**src/rtl/ddr_wr_arb.sv**
```systemverilog
// Round-robin arbiter sharing the DDR write command/data port among CH_NUM channels.
// Define DDR_WR_ARB_WDT_EN to add a per-burst watchdog that aborts hung bursts.
module ddr_wr_arb #(
    parameter int CH_NUM     = 4,
    parameter int ADDR_WIDTH = 27,
    parameter int DQ_WIDTH   = 32,
    parameter int LEN_WIDTH  = 32,
    parameter int WDT_CYCLES = 4096
) (
    input  logic                             ddr_clk,
    input  logic                             ddr_rstn,
    input  logic [CH_NUM-1:0]                ch_wreq,
    input  logic [CH_NUM*ADDR_WIDTH-1:0]     ch_waddr,
    input  logic [CH_NUM*LEN_WIDTH-1:0]      ch_wr_len,
    input  logic [CH_NUM*8*DQ_WIDTH-1:0]     ch_wdata,
    output logic [CH_NUM-1:0]                ch_wrdy,
    output logic [CH_NUM-1:0]                ch_wdata_req,
    output logic [CH_NUM-1:0]                ch_wdone,
    output logic                             ddr_wreq,
    output logic [ADDR_WIDTH-1:0]            ddr_waddr,
    output logic [LEN_WIDTH-1:0]             ddr_wr_len,
    input  logic                             ddr_wrdy,
    input  logic                             ddr_wdata_req,
    input  logic                             ddr_wdone,
    output logic [8*DQ_WIDTH-1:0]            ddr_wdata,
    output logic [2:0]                       grant_id,
    output logic                             wdt_err
);

    localparam int DW = 8 * DQ_WIDTH;

    typedef enum logic [1:0] {
        IDLE = 2'd0,
        CMD  = 2'd1,
        DATA = 2'd2
    } state_t;

    state_t                state;
    state_t                state_nxt;
    logic [2:0]            last_id;
    logic [3:0]            start;
    logic [2*CH_NUM-1:0]   req_rot;
    logic                  pick_valid;
    logic [2:0]            pick_id;
    logic [CH_NUM-1:0]     gnt_oh;
    logic                  wdt_hit;

    // Rotate the request vector so bit 0 is the channel right after last_id;
    // the lowest set bit of the rotated vector is the winner.
    always_comb begin
        start      = {1'b0, last_id} + 4'd1;
        req_rot    = {ch_wreq, ch_wreq} >> start;
        pick_valid = 1'b0;
        pick_id    = 3'd0;
        for (int j = CH_NUM - 1; j >= 0; j--) begin
            if (req_rot[j]) begin
                pick_valid = 1'b1;
                pick_id    = 3'((int'(start) + j) % CH_NUM);
            end
        end
    end

`ifdef DDR_WR_ARB_WDT_EN
    logic [15:0] wdt_cnt;
    logic        wdt_err_q;

    always_ff @(posedge ddr_clk or negedge ddr_rstn) begin
        if (!ddr_rstn) begin
            wdt_cnt   <= 16'd0;
            wdt_err_q <= 1'b0;
        end else begin
            if (state == IDLE) wdt_cnt <= 16'd0;
            else               wdt_cnt <= wdt_cnt + 16'd1;
            if (wdt_hit) wdt_err_q <= 1'b1;
        end
    end

    assign wdt_hit = (state != IDLE) && (wdt_cnt == 16'(WDT_CYCLES - 1));
    assign wdt_err = wdt_err_q;
`else
    assign wdt_hit = 1'b0;
    assign wdt_err = 1'b0 && (WDT_CYCLES > 0);
`endif

    always_ff @(posedge ddr_clk or negedge ddr_rstn) begin
        if (!ddr_rstn) state <= IDLE;
        else           state <= state_nxt;
    end

    // ddr_wreq is the valid and ddr_wrdy the ready of the command channel: the
    // command transfers in the cycle both are high, and ddr_wreq stays high with
    // stable address/length until then (only reset or the watchdog withdraw it).
    always_comb begin
        state_nxt = state;
        case (state)
            IDLE:    if (pick_valid) state_nxt = CMD;
            CMD:     if (wdt_hit) state_nxt = IDLE;
                     else if (ddr_wrdy) state_nxt = DATA;
            DATA:    if (wdt_hit || ddr_wdone) state_nxt = IDLE;
            default: state_nxt = IDLE;
        endcase
    end

    always_ff @(posedge ddr_clk or negedge ddr_rstn) begin
        if (!ddr_rstn) begin
            grant_id   <= 3'd0;
            last_id    <= 3'(CH_NUM - 1);
            ddr_waddr  <= '0;
            ddr_wr_len <= '0;
        end else begin
            if (state == IDLE && pick_valid) begin
                grant_id   <= pick_id;
                ddr_waddr  <= ch_waddr[pick_id*ADDR_WIDTH +: ADDR_WIDTH];
                ddr_wr_len <= ch_wr_len[pick_id*LEN_WIDTH +: LEN_WIDTH];
            end
            if (state == CMD && (ddr_wrdy || wdt_hit)) last_id <= grant_id;
        end
    end

    always_comb begin
        gnt_oh       = {{(CH_NUM-1){1'b0}}, 1'b1} << grant_id;
        ddr_wreq     = (state == CMD);
        ch_wrdy      = '0;
        ch_wdata_req = '0;
        ch_wdone     = '0;
        if (state == CMD && ddr_wrdy && !wdt_hit)      ch_wrdy      = gnt_oh;
        if (state != IDLE && ddr_wdata_req)            ch_wdata_req = gnt_oh;
        if ((state == DATA && ddr_wdone) || wdt_hit)   ch_wdone     = gnt_oh;
    end

    assign ddr_wdata = ch_wdata[grant_id*DW +: DW];

endmodule

```
**config.mk**
```make
export PLATFORM = sky130hd
export DESIGN_NAME = ddr_wr_arb
export DESIGN_NICKNAME = d
export VERILOG_FILES = /design/src/rtl/ddr_wr_arb.sv
export SDC_FILE = /design/constraint.sdc
export NUM_CORES = 1
export LEC_CHECK = 0
export ABC_AREA = 1
export CAP_MARGIN = 30
export CORE_AREA = 4 4 629 631
export CTS_CLUSTER_SIZE = 28
export DETAILED_ROUTE_END_ITERATION = 7
export DIE_AREA = 0 0 633 635
export HOLD_SLACK_MARGIN = 0.08
export PLACE_DENSITY_LB_ADDON = 0.15
export SYNTH_ARGS = -nofsm -noshare
export SYNTH_HDL_FRONTEND = slang
export SYNTH_SLANG_ARGS = --single-unit
```
**constraint.sdc**
```tcl
create_clock -name ddr_clk -period 4.43 [get_ports ddr_clk]
set_clock_uncertainty 0.05 [all_clocks]
set_input_delay 0.6645 -clock ddr_clk [delete_from_list [all_inputs] [get_ports ddr_clk]]
set_output_delay 0.6645 -clock ddr_clk [all_outputs]
set_load 0.005 [all_outputs]
```
==> results.json, run 1 <==
{
  "status": "finished clean",
  "synth_area_leader_cell": "nand3_1",
  "hold_viol": 0,
  "tightest_slew_ns": 1.074,
  "synth_compound_area_share_pct": 16.38,
  "core_mm2": 0.3891,
  "io_buffers": 1598,
  "cts_made_buffers": 9,
  "cp.arrival_ns": 3.32,
  "track_usage_pct": 13.91,
  "routed-via-count": 24280,
  "finalSetupViolCount": 0,
  "ys.flop_type": "dfrtp_1",
  "preCtsSetupSlack_ns": 0.5285,
  "ir_drop_uv": 499.3,
  "yosysMostFrequentCell": "nand3_1",
  "grt_pass1_vias": 25390,
  "place.gp.congestion": 1.014,
  "synth_top_area_share_pct": 41.43,
  "drt_first_pass_iters": 5,
  "grt_max_degree": 154,
  "wl_um": 293000,
  "fin_tns_setup_ns": 0,
  "io-pin-count": 1601,
  "slew_headroom_pct": 28.38,
  "synthAdderAreaFrac_pct": 0,
  "ys_ff_latch": 65,
  "antenna_found_initial": 173,
  "drtAntennaViolNets": 0,
  "end_kind": "output pin",
  "synth_mux_area_share_pct": 0,
  "crit_fanout": 116,
  "syn_inst": 2241,
  "synth_commonest_cells": "nand3_1, nand2_1, a22oi_1, inv_1, clkbuf_1",
  "die_w_um": 633,
  "wl_per_cell_um": 32.81,
  "cp.required_ns": 3.72,
  "insertion_delay_ns": 0.37,
  "path_clk_slew_ns": 0.07,
  "synthXorXnorAreaFrac_pct": 0,
  "start_util_pct": 3.136,
  "async_reset_ff_share_pct": 100.0,
  "synth_top_family_by_area": "simple AND/OR/NAND/NOR gates",
  "fp.dieH_um": 635,
  "dpl.hpwl_um": 266800,
  "slew_violations": 0,
  "whs_ns": 0.2700,
  "yosys.area_share.simple_pct": 54.12,
  "synth_area_per_cell_um2": 5.445,
  "crit_type": "reg2out",
  "power_mw": 24.76,
  "drc_errors": 0,
  "area_growth_pct": 191.8,
  "synth-edff-count": 0,
  "timing.final.crit_share_pct": 91.02,
  "power.leakage_nw": 13.02,
  "rsz0062_at_grt": "false",
  "drive_gt1_share_pct": 5.827,
  "power.density_mw_per_mm2": 695.2,
  "cts_setup_buffers": 0,
  "maxCapViolCount": 0,
  "cts.sinks": 65,
  "htreeDepth": 3,
  "hold_path.class": "in2async",
  "synth_cell_types": 24,
  "ys_top_cells_by_area": "nand3_1, a22oi_1, dfrtp_1",
  "syn-cell-area_mm2": 0.01220,
  "clockRootBuffer": "clkbuf_16",
  "yosys_warnings": 0,
  "maxClockFrequency_mhz": 248.0,
  "grt_pass1_wl_um": 351800,
  "cts_hold_buf": 0,
  "grt_overflow": 0,
  "drt_iter0_drc": 1671,
  "cts_resized": 0,
  "nets": 4971,
  "synth.yosys.seq_area_share_pct": 13.35,
  "fin_ws_ns": 0.3977,
  "clockBufferDepth": 2,
  "vias_per_cell": 2.719,
  "start_kind": "flop",
  "dieArea_mm2": 0.4020,
  "min_period_ns": 4.032,
  "fp-row-count": 229,
  "cts_tree": "built"
}
==> final timing paths <==
check | cells after the start | start | slack, ns | to
max | 5 | grant_id[0]$_DFFE_PN0P_ | 0.40 | ddr_wdata[100]
min | 1 | ddr_rstn | 0.27 | ddr_wr_len[28]$_DFFE_PN0P_
max reg2reg | 13 | last_id[0]$_DFFE_PN1P_ | 1.01 | ddr_waddr[16]$_DFFE_PN0P_
min reg2reg | 2 | ddr_waddr[18]$_DFFE_PN0P_ | 0.43 | ddr_waddr[18]$_DFFE_PN0P_
max in group asynchronous | 2 | ddr_rstn | 3.15 | ddr_wr_len[10]$_DFFE_PN0P_
min in group ddr_clk | 2 | ddr_waddr[18]$_DFFE_PN0P_ | 0.43 | ddr_waddr[18]$_DFFE_PN0P_
==> per-stage QoR <==
step,std cells,utilization (%),cell area [µm²]
after CTS,8903,9.129,35520
after floorplan,2242,-,12210
final,8929,9.152,35610
after global routing,8917,9.144,35580
after global placement,8887,9.045,35190
after detailed placement,8887,9.045,35190
==> critical path, stage by stage (launching register included) <==
cell and delay, ns:
dfrtp_4 0.59, inv_8 0.13, buf_12 0.26, nand3_1 0.53, nand3_1 0.41, clkdlybuf4s50_1 0.62
==> state kept, by name, summed over array words and instances (netlist names) <==
signal / count
state: 2
grant_id: 2
ddr_waddr: 27
last_id: 2
ddr_wr_len: 32
==> cell type report <==
cell class,instances,area [µm²]
Clock inverter,7,102.6
Tap cell,5197,6502
Fill cell,45880,353500
Inverter,250,947.2
Multi-Input combinational cell,1690,8675
Clock buffer,9,225.2
Sequential cell,65,1637
Antenna cell,25,62.56
Timing Repair Buffer,1686,17460
==> metal layers <==
| metal | part of all wire (%) | track usage, % | vias up |
|---|---|---|---|
| li1 | - | - | 10750 |
| met1 | 36 | 14.36 | 11950 |
| met2 | 56 | 27.92 | 1214 |
| met3 | 6.2 | 3.361 | 334 |
| met4 | 2.5 | 2.631 | 34 |
| met5 | 0.069 | 0 | - |
==> cell usage in the layout, fill, tap and decap left out <==
cell,count
nor2_1,18
buf_4,98
inv_6,1
nand2_1,382
conb_1,2
nand3_1,1009
bufinv_16,2
clkbuf_16,9
nand2_4,3
o21ai_4,1
nand3_2,1
buf_16,1
or2_1,1
o21ai_0,5
a22oi_1,255
o31ai_1,1
a21oi_4,1
buf_12,81
o21ai_2,1
nand3_4,1
clkinv_2,2
o21ai_1,4
a21oi_1,1
dfrtp_4,2
nand2_2,1
inv_1,245
nor2_4,2
diode_2,25
nand4_1,1
inv_8,2
clkdlybuf4s50_1,1506
clkinv_4,2
dfstp_2,2
inv_2,3
dfrtp_1,61
==> cell families (layout without fill, tap and decap cells) <==
group           after synthesis  count (layout)
compound gates              269             269
other cells                   1              27
flops                        65              65
simple gates               1419            1419
buf+inv                     487            1952
==> power breakdown <==
group	internal [mW]	switching, mW	leakage [nW]
clock network	0.503	0.401	0.162
registers	0.926	0.256	0.793
logic	8.02	14.6	12.1
total	9.45	15.3	13.0
(Power assumes the default switching activity.)
==> inputs of run 2 (changes only) <==
--- a/config.mk
+++ b/config.mk
@@ -11,8 +11,10 @@
 export CTS_CLUSTER_SIZE = 28
 export DETAILED_ROUTE_END_ITERATION = 7
 export DIE_AREA = 0 0 633 635
-export HOLD_SLACK_MARGIN = 0.08
+export HOLD_SLACK_MARGIN = 0.15
 export PLACE_DENSITY_LB_ADDON = 0.15
+export REMOVE_ABC_BUFFERS = 1
+export SETUP_SLACK_MARGIN = 0.3
 export SYNTH_ARGS = -nofsm -noshare
 export SYNTH_HDL_FRONTEND = slang
 export SYNTH_SLANG_ARGS = --single-unit
==> run 2 against run 1 <==
Sequential cell count unchanged. Core utilization is 0.072 points lower. Global-route usage increased by 0.094 points. Critical path depth is 1 higher. Register-to-register slack better by 0.45 ns. Hold slack better by 0.024 ns. Sequential power is essentially flat. Final area is 0.78% lower.
==> results.json, run 2 (synthesis results as in run 1) <==
{
  "status": "finished clean",
  "clockBufferDepth": 2,
  "tightest_slew_ns": 1.351,
  "clockRootBuffer": "clkbuf_16",
  "dpl.hpwl_um": 262600,
  "rsz0062_at_grt": "false",
  "place.gp.congestion": 0.9370,
  "cts_setup_buffers": 0,
  "die_w_um": 633,
  "p_comb_share_pct": 91.3,
  "drt_first_pass_iters": 7,
  "track_usage_pct": 14.00,
  "wl_per_cell_um": 32.97,
  "clkPwrFrac_pct": 3.8,
  "grt_pass1_wl_um": 354600,
  "reg_top3": "ddr_wr_len: 32 flops, ddr_waddr: 27 flops",
  "nets": 4945,
  "cts_tree": "built",
  "grt_overflow": 0,
  "cp.required_ns": 3.72,
  "regMostFlops": "ddr_wr_len",
  "timing.final.crit_share_pct": 92.02,
  "whs_ns": 0.2942,
  "start_kind": "flop",
  "cts_made_buffers": 9,
  "fp-row-count": 229,
  "final_common_cell": "clkdlybuf4s50_1",
  "p_sw_share_pct": 61.96,
  "largest_reg_flops": 32,
  "power.leakage_nw": 12.89,
  "routed-via-count": 24250,
  "seqPwrFrac_pct": 4.9,
  "switchingPower_mw": 14.93,
  "slew_headroom_pct": 9.919,
  "p_int_mw": 9.169,
  "drt_iter0_drc": 1575,
  "drive_gt1_share_pct": 5.759,
  "min_period_ns": 4.077,
  "layout_common_cells": "clkdlybuf4s50_1, nand3_1, nand2_1",
  "layout.cells.non_filler": 8925,
  "grt_max_degree": 165,
  "hold_viol": 0,
  "crit_type": "reg2out",
  "power_mw": 24.10,
  "hold_path.class": "in2async",
  "maxClockFrequency_mhz": 245.3,
  "drtAntennaViolNets": 0,
  "cts_resized": 2,
  "end_kind": "output pin",
  "insertion_delay_ns": 0.41,
  "dieArea_mm2": 0.4020,
  "fin_area_mm2": 0.03533,
  "io_buffers": 1598,
  "ir_drop_uv": 599.7,
  "vias_per_cell": 2.717,
  "placed_area_mm2": 0.03488,
  "cts.sinks": 65,
  "finalSetupViolCount": 0,
  "htreeDepth": 3,
  "core_mm2": 0.3891,
  "cts_hold_buf": 0,
  "fin_ws_ns": 0.3533,
  "slew_violations": 0,
  "antenna_found_initial": 194,
  "crit_fanout": 63,
  "io-pin-count": 1601,
  "maxCapViolCount": 0,
  "placedCellCount": 8862,
  "grt_pass1_vias": 25470,
  "start_util_pct": 3.136,
  "power.density_mw_per_mm2": 682.1,
  "fp.dieH_um": 635,
  "preCtsSetupSlack_ns": 0.7228,
  "wl_um": 294300,
  "area_growth_pct": 189.6,
  "path_clk_slew_ns": 0.07,
  "cp.arrival_ns": 3.36,
  "drc_errors": 0
}
-- run 2: power by group through the flow --
stage	Clock, mW	Combinational, mW	Sequential [mW]
after floorplan	0	6.06	1.57
after global placement	0	23.3	1.19
after detailed placement	0	23.2	1.19
after CTS	1.00	23.2	1.19
after global routing	1.01	23.8	1.23
final	0.922	22.0	1.18
-- run 2: cell type report --
type,count,area (µm²)
multi-input cells,1690,8680
inverters,250,945.9
flip-flops and latches,65,1637
repair buffers,1660,17120
well taps,5197,6502
clock inverters,6,90.09
diodes,47,117.6
fillers,45950,353800
clock buffers,10,239.0
-- run 2: per-layer routing --
layer  wire, µm  part of all wire (%)  vias up  GRT usage [%]
met1     113100                    38    11940          15.73
met4       6865                   2.3       62          2.923
met3      21560                   7.3      306          3.848
met2     152300                    52     1210          26.04
li1           -                     -    10730              -
met5        437                  0.15        -              0
-- run 2: stage by stage --
stage,setup TNS (ns),utilization [%]
after floorplan,-6629.93,-
after global placement,0,8.963
after detailed placement,0,8.963
after CTS,0,9.050
after global routing,0,9.059
final,0,9.080
-- run 2: path summary, 6_finish.rpt --
check / start / end / slack (ns) / cells past startpoint
max in group asynchronous: ddr_rstn / last_id[0]$_DFFE_PN1P_ / 3.00 / 2
min reg2reg: ddr_waddr[7]$_DFFE_PN0P_ / ddr_waddr[7]$_DFFE_PN0P_ / 0.43 / 2
min: ddr_rstn / ddr_wr_len[24]$_DFFE_PN0P_ / 0.29 / 1
max: grant_id[1]$_DFFE_PN0P_ / ddr_wdata[136] / 0.35 / 6
max reg2reg: last_id[0]$_DFFE_PN1P_ / ddr_wr_len[14]$_DFFE_PN0P_ / 1.46 / 14
min in group ddr_clk: ddr_waddr[7]$_DFFE_PN0P_ / ddr_waddr[7]$_DFFE_PN0P_ / 0.43 / 2
-- run 2: critical path, stage by stage, from the launching register on --
cell	delay, ns
dfrtp_4	0.61
nor2_4	0.18
buf_12	0.23
buf_4	0.50
a22oi_1	0.29
nand3_1	0.24
clkdlybuf4s50_1	0.62
==> edit 1 (config.mk and constraints of run 2) <==
The option `DDR_WR_ARB_WDT_EN` is turned on by a define.
--- a/src/rtl/ddr_wr_arb.sv
+++ b/src/rtl/ddr_wr_arb.sv
@@ -1,4 +1,6 @@
 // Round-robin arbiter sharing the DDR write command/data port among CH_NUM channels.
 // Define DDR_WR_ARB_WDT_EN to add a per-burst watchdog that aborts hung bursts.
+`define DDR_WR_ARB_WDT_EN
+
 module ddr_wr_arb #(
     parameter int CH_NUM     = 4,
Check against the original RTL: not settled (the Yosys comparison gave no result); the edit may change what the design does.
==> edit 1 against run 2 <==
- cell area increased by 3.0%
- setup slack better by 120 ps
- combinational power decreased by 2%
- area after synthesis is 6.1% higher
- wire length fell by 2.8%
- final cell count is 1.6% higher
- sequential cell count is 17 higher
- via count rose by 3.2%
- total power down 1.1%
==> edit 1: results (changes against run 2) <==
Clock slew at reported path FFs - 100 ps (+30 ps)
Drt pass-1 iters - 5 (-2)
GRT Util Overall - 13.6% (-0.40 points)
H-tree depth - 3 (unchanged)
Worst Setup SP - grant_id[1]
Tightest Hold Check Type - flop to flop
Post-Route WL - 286000 um (-2.8%)
Reg2reg start - last_id[0]
Gp weighted congestion - 1.03 (+10%)
Nets@finish - 5082 (+2.8%)
Clock buffer depth - 2 (unchanged)
Post-synthesis cell type count - 32 (+33%)
Async SR Flop Fraction - 100% (unchanged)
First-pass GRT wire length - 348000 um (-2.0%)
Avg Vias per Cell - 2.76 (+1.5%)
Clk root buf - clkbuf_16
Synth Flop Type - dfrtp_1
Maximum VDD drop - 0.431 mV (-28%)
Via count of the first global-routing pass - 25855 (+1.5%)
Largest net degree at the start of global routing - 118 (-28%)
Hold_sp - wdt_cnt[0]
IO buf count - 1599 (+0.063%)
Worst-Skew Late Latency - 420 ps
DP HPWL - 257000 um (-2.3%)
Synth Warn # - 0 (unchanged)
Initial antenna violation count - 165 (-15%)
Initial DRC count - 1716 (+9.0%)
# fillers - 45880 (-0.15%)
Leakage - 13.5 nW (+4.6%)
Least-Margin Pin Slew - 1030 ps (-318 ps)
Layout cells sized above 1 - 6.03% (+0.27 points)
Seq/Total Area, Yosys - 15.9% (+2.5 points)
Max FO, Critical Path - 41 (-35%)
Total CTS buffers - 9 (unchanged)
Top Registers - ddr_wr_len (32), ddr_waddr (27), wdt_cnt (16)
Post-CTS sizing - 0 (-2)
Top post-synthesis cells by count - nand3_1 (1012), nand2_1 (404), inv_1 (262)
Outcome - finished, final reports clean
Area contributors post-synth - nand3_1 (39%), dfrtp_1 (15%), a22oi_1 (15%)
-- edit 1: repair_timing --
action	in CTS	in global routing
hold buffers	1	0
hold endpoints to repair	5	0
setup buffers	0	0
-- edit 1: metrics by stage --
stage	setup TNS [ps]	std cells	instance area [sq um]	util (%)	worst slack [ps]
finish	0	9068	36400	9.36	470
CTS	0	9014	36300	9.32	336
floorplan	-6527080	2104	12000	-	-24740
global route	0	9044	36300	9.34	314
global placement	0	8995	35900	9.24	666
detailed placement	0	8997	36000	9.25	893
-- edit 1: cell families after synthesis --
logic type / synth area share [%]
AOI/OAI and AO/OA: 16.0
xor gates and xnor gates: 0.0676
adders and majority gates: 0.0966
buffers and inverters: 15.1
DFF: 15.9
other: 0.0290
and+or+nand+nor: 52.8
-- edit 1: area by class of cell --
type	count	area (sq um)	share of cell area, %
repair buffers	1697	17400	47.9
multi-input cells	1758	8990	24.7
well taps	5197	6500	17.9
flip-flops and latches	82	2060	5.66
inverters	264	1000	2.75
clock buffers	9	225	0.619
diodes	54	135	0.371
clock inverters	7	57.6	0.158
-- edit 1: worst max-delay path, stage by stage (launching register included) --
cell	delay, ps
dfrtp_4	790
nor2_4	130
buf_12	190
buf_12	180
a22oi_1	580
buf_4	250
nand3_1	70
clkdlybuf4s50_1	530
-- edit 1: report_power, final --
part	switching, mW	total, mW	internal [mW]	leakage (nW)
clock	0.476	0.867	0.391	0.135
combinational	13.7	21.6	7.93	12.3
sequential	0.287	1.38	1.10	1.03
total	14.4	23.8	9.42	13.5
-- edit 1: routing by layer --
layer	share of wire [%]	track usage (%)
met2	53	26.3
met1	37	14.6
met5	0.15	0
met4	2.0	1.88
met3	7.4	4.09
-- edit 1: worst paths after layout --
path / end / slack [ps] / depth (start not counted)
max in group asynchronous: ddr_wr_len[11] / 2880 / 3
max reg2reg: ddr_waddr[4] / 1330 / 13
min: wdt_cnt[0] / 410 / 1
min reg2reg: wdt_cnt[0] / 410 / 1
min in group asynchronous: ddr_waddr[12] / 580 / 2
max: ddr_wdata[215] / 470 / 7
==> edit 2 (flow settings as in run 2) <==
Without the edit above. Set the parameter `LEN_WIDTH` to 64 (it was 32).
--- a/src/rtl/ddr_wr_arb.sv
+++ b/src/rtl/ddr_wr_arb.sv
@@ -5,5 +5,5 @@
     parameter int ADDR_WIDTH = 27,
     parameter int DQ_WIDTH   = 32,
-    parameter int LEN_WIDTH  = 32,
+    parameter int LEN_WIDTH  = 64,
     parameter int WDT_CYCLES = 4096
 ) (
Interface: changed (resized ch_wr_len and ddr_wr_len); port bits go from 1601 to 1761. The function was not compared with the original's and may differ.
==> edit 2 against run 2 <==
- count of clock-buffer cells in the layout did not move
- worst hold slack got worse by 120 ps
- first-iteration DRC count rose by 30%
- cell area rose by 14%
- critical endpoint is now ddr_wdata[117]
- setup slack got worse by 42 ps
- area after synthesis rose by 23%
- critical path type unchanged
- sequential cell count rose by 32
- largest cell class unchanged
- sequential share of layout area rose by 1.4 points
- wire length rose by 12%
- total power rose by 24%
- highest routed layer unchanged
==> edit 2: results (changes against run 2) <==
Internal power - 11.1 mW (+21%)
First-pass GRT wire length - 396000 um (+12%)
Top Registers - ddr_wr_len (64), ddr_waddr (27)
FF-to-FF End - ddr_wr_len[26]
Hold Slack - 178 ps (-116 ps)
Top post-synthesis cells by count - nand3_1 (1138), nand2_1 (579), inv_1 (377)
Outcome - finished, final reports clean
Met3 Track Usage GR - 4.65% (+0.81 points)
Max FO, Critical Path - 98 (+56%)
Gp weighted congestion - 1.02 (+9.2%)
Multi-input logic area - 10100 sq um (+16%)
Post-route insts no fill - 9627 (+7.9%)
Drt pass-1 iters - 5 (-2)
CP Data Arrival Time - 3400 ps (+40 ps)
# fillers - 45857 (-0.20%)
DP HPWL - 294000 um (+12%)
Avg Vias per Cell - 2.95 (+8.6%)
Mean area per synthesized cell - 5.45 sq um (about the same)
Via count of the first global-routing pass - 28870 (+13%)
Initial DRC count - 2041 (+30%)
Routed wire length per instance - 34.1 um (+3.5%)
Met3 WL post-DR - 24800 um (+15%)
Post-synthesis cell type count - 23 (-4.2%)
Maximum VDD drop - 0.843 mV (+41%)
DP Area - 39700 sq um (+14%)
Seq/Total Area, Yosys - 16.2% (+2.8 points)
IO buf count - 1758 (+10%)
FF-to-FF path depth - 13 (-1)
Pre-CTS WS - 366 ps (-357 ps)
Leakage - 15.8 nW (+23%)
Initial antenna violation count - 160 (-18%)
Layout cells sized above 1 - 6.41% (+0.65 points)
Clock slew at reported path FFs - 100 ps (+30 ps)
GRT Util Overall - 15.6% (+1.6 points)
Largest net degree at the start of global routing - 107 (-35%)
Relative slew slack - 21.1% (+11 points)
Reg2reg setup slack - 1430 ps (-30 ps)
CP max-delay cell - a22oi_1
Area contributors post-synth - nand3_1 (38%), dfrtp_1 (16%), nand2_1 (14%)
Routed wl met2 - 172000 um (+13%)
Worst path max stage delay - 930 ps (+310 ps)
Met1 usage - 16.1% (+0.40 points)
DRT met1 WL - 116000 um (+2.9%)
Nets@finish - 5758 (+16%)
[edit 2: worst max path at each step]
stage,end,slack (ps)
floorplan,ddr_wdata[0],-24690
global placement,ddr_wdata[187],110
global route,ddr_wdata[50],370
CTS,ddr_wdata[175],100
detailed placement,ddr_wdata[195],370
finish,ddr_wdata[117],310
[edit 2: what timing repair did]
action                     4_1_cts  5_1_grt
resized for setup                3        6
setup endpoints to repair       67       11
pin swaps                        1        0
buffers inserted                 2        4
hold endpoints to repair         0        0
[edit 2: power by group through the flow]
stage / Clock (mW) / Sequential [mW] / Combinational [mW]
floorplan: 0 / 2.11 / 7.70
global placement: 0 / 1.77 / 28.7
detailed placement: 0 / 1.77 / 28.6
CTS: 1.08 / 1.76 / 28.7
global route: 1.08 / 1.79 / 29.2
finish: 0.971 / 1.72 / 27.2
[edit 2: logic make-up after synthesis]
kind of cell	Yosys count	synth area share (%)
AO/OA/AOI/OAI	266	13.2
flip-flops	97	16.2
XOR/XNOR	1	0.0584
other	1	0.0250
AND/OR/NAND/NOR	1739	53.0
buffers and inverters	650	17.5
[edit 2: worst reg2reg max path: stages (launching register included)]
cell     delay, ps
dfstp_2        750
inv_1          160
nand2_1        130
nand3_1         90
nand2_1        100
inv_1           50
nor2_1         220
nand2_1        160
nand2_4        420
buf_12         270
nand3_1        290
nand2_1        120
nand2_1         50
nand2_1         80
[edit 2: area by class of cell]
| cell class | instances | share of cell area, % |
|---|---|---|
| inverters | 378 | 3.55 |
| repair buffers | 1867 | 48.1 |
| well taps | 5197 | 16.1 |
| flip-flops and latches | 97 | 6.05 |
| clock inverters | 6 | 0.180 |
| multi-input cells | 2008 | 25.0 |
| clock buffers | 10 | 0.593 |
| diodes | 64 | 0.398 |
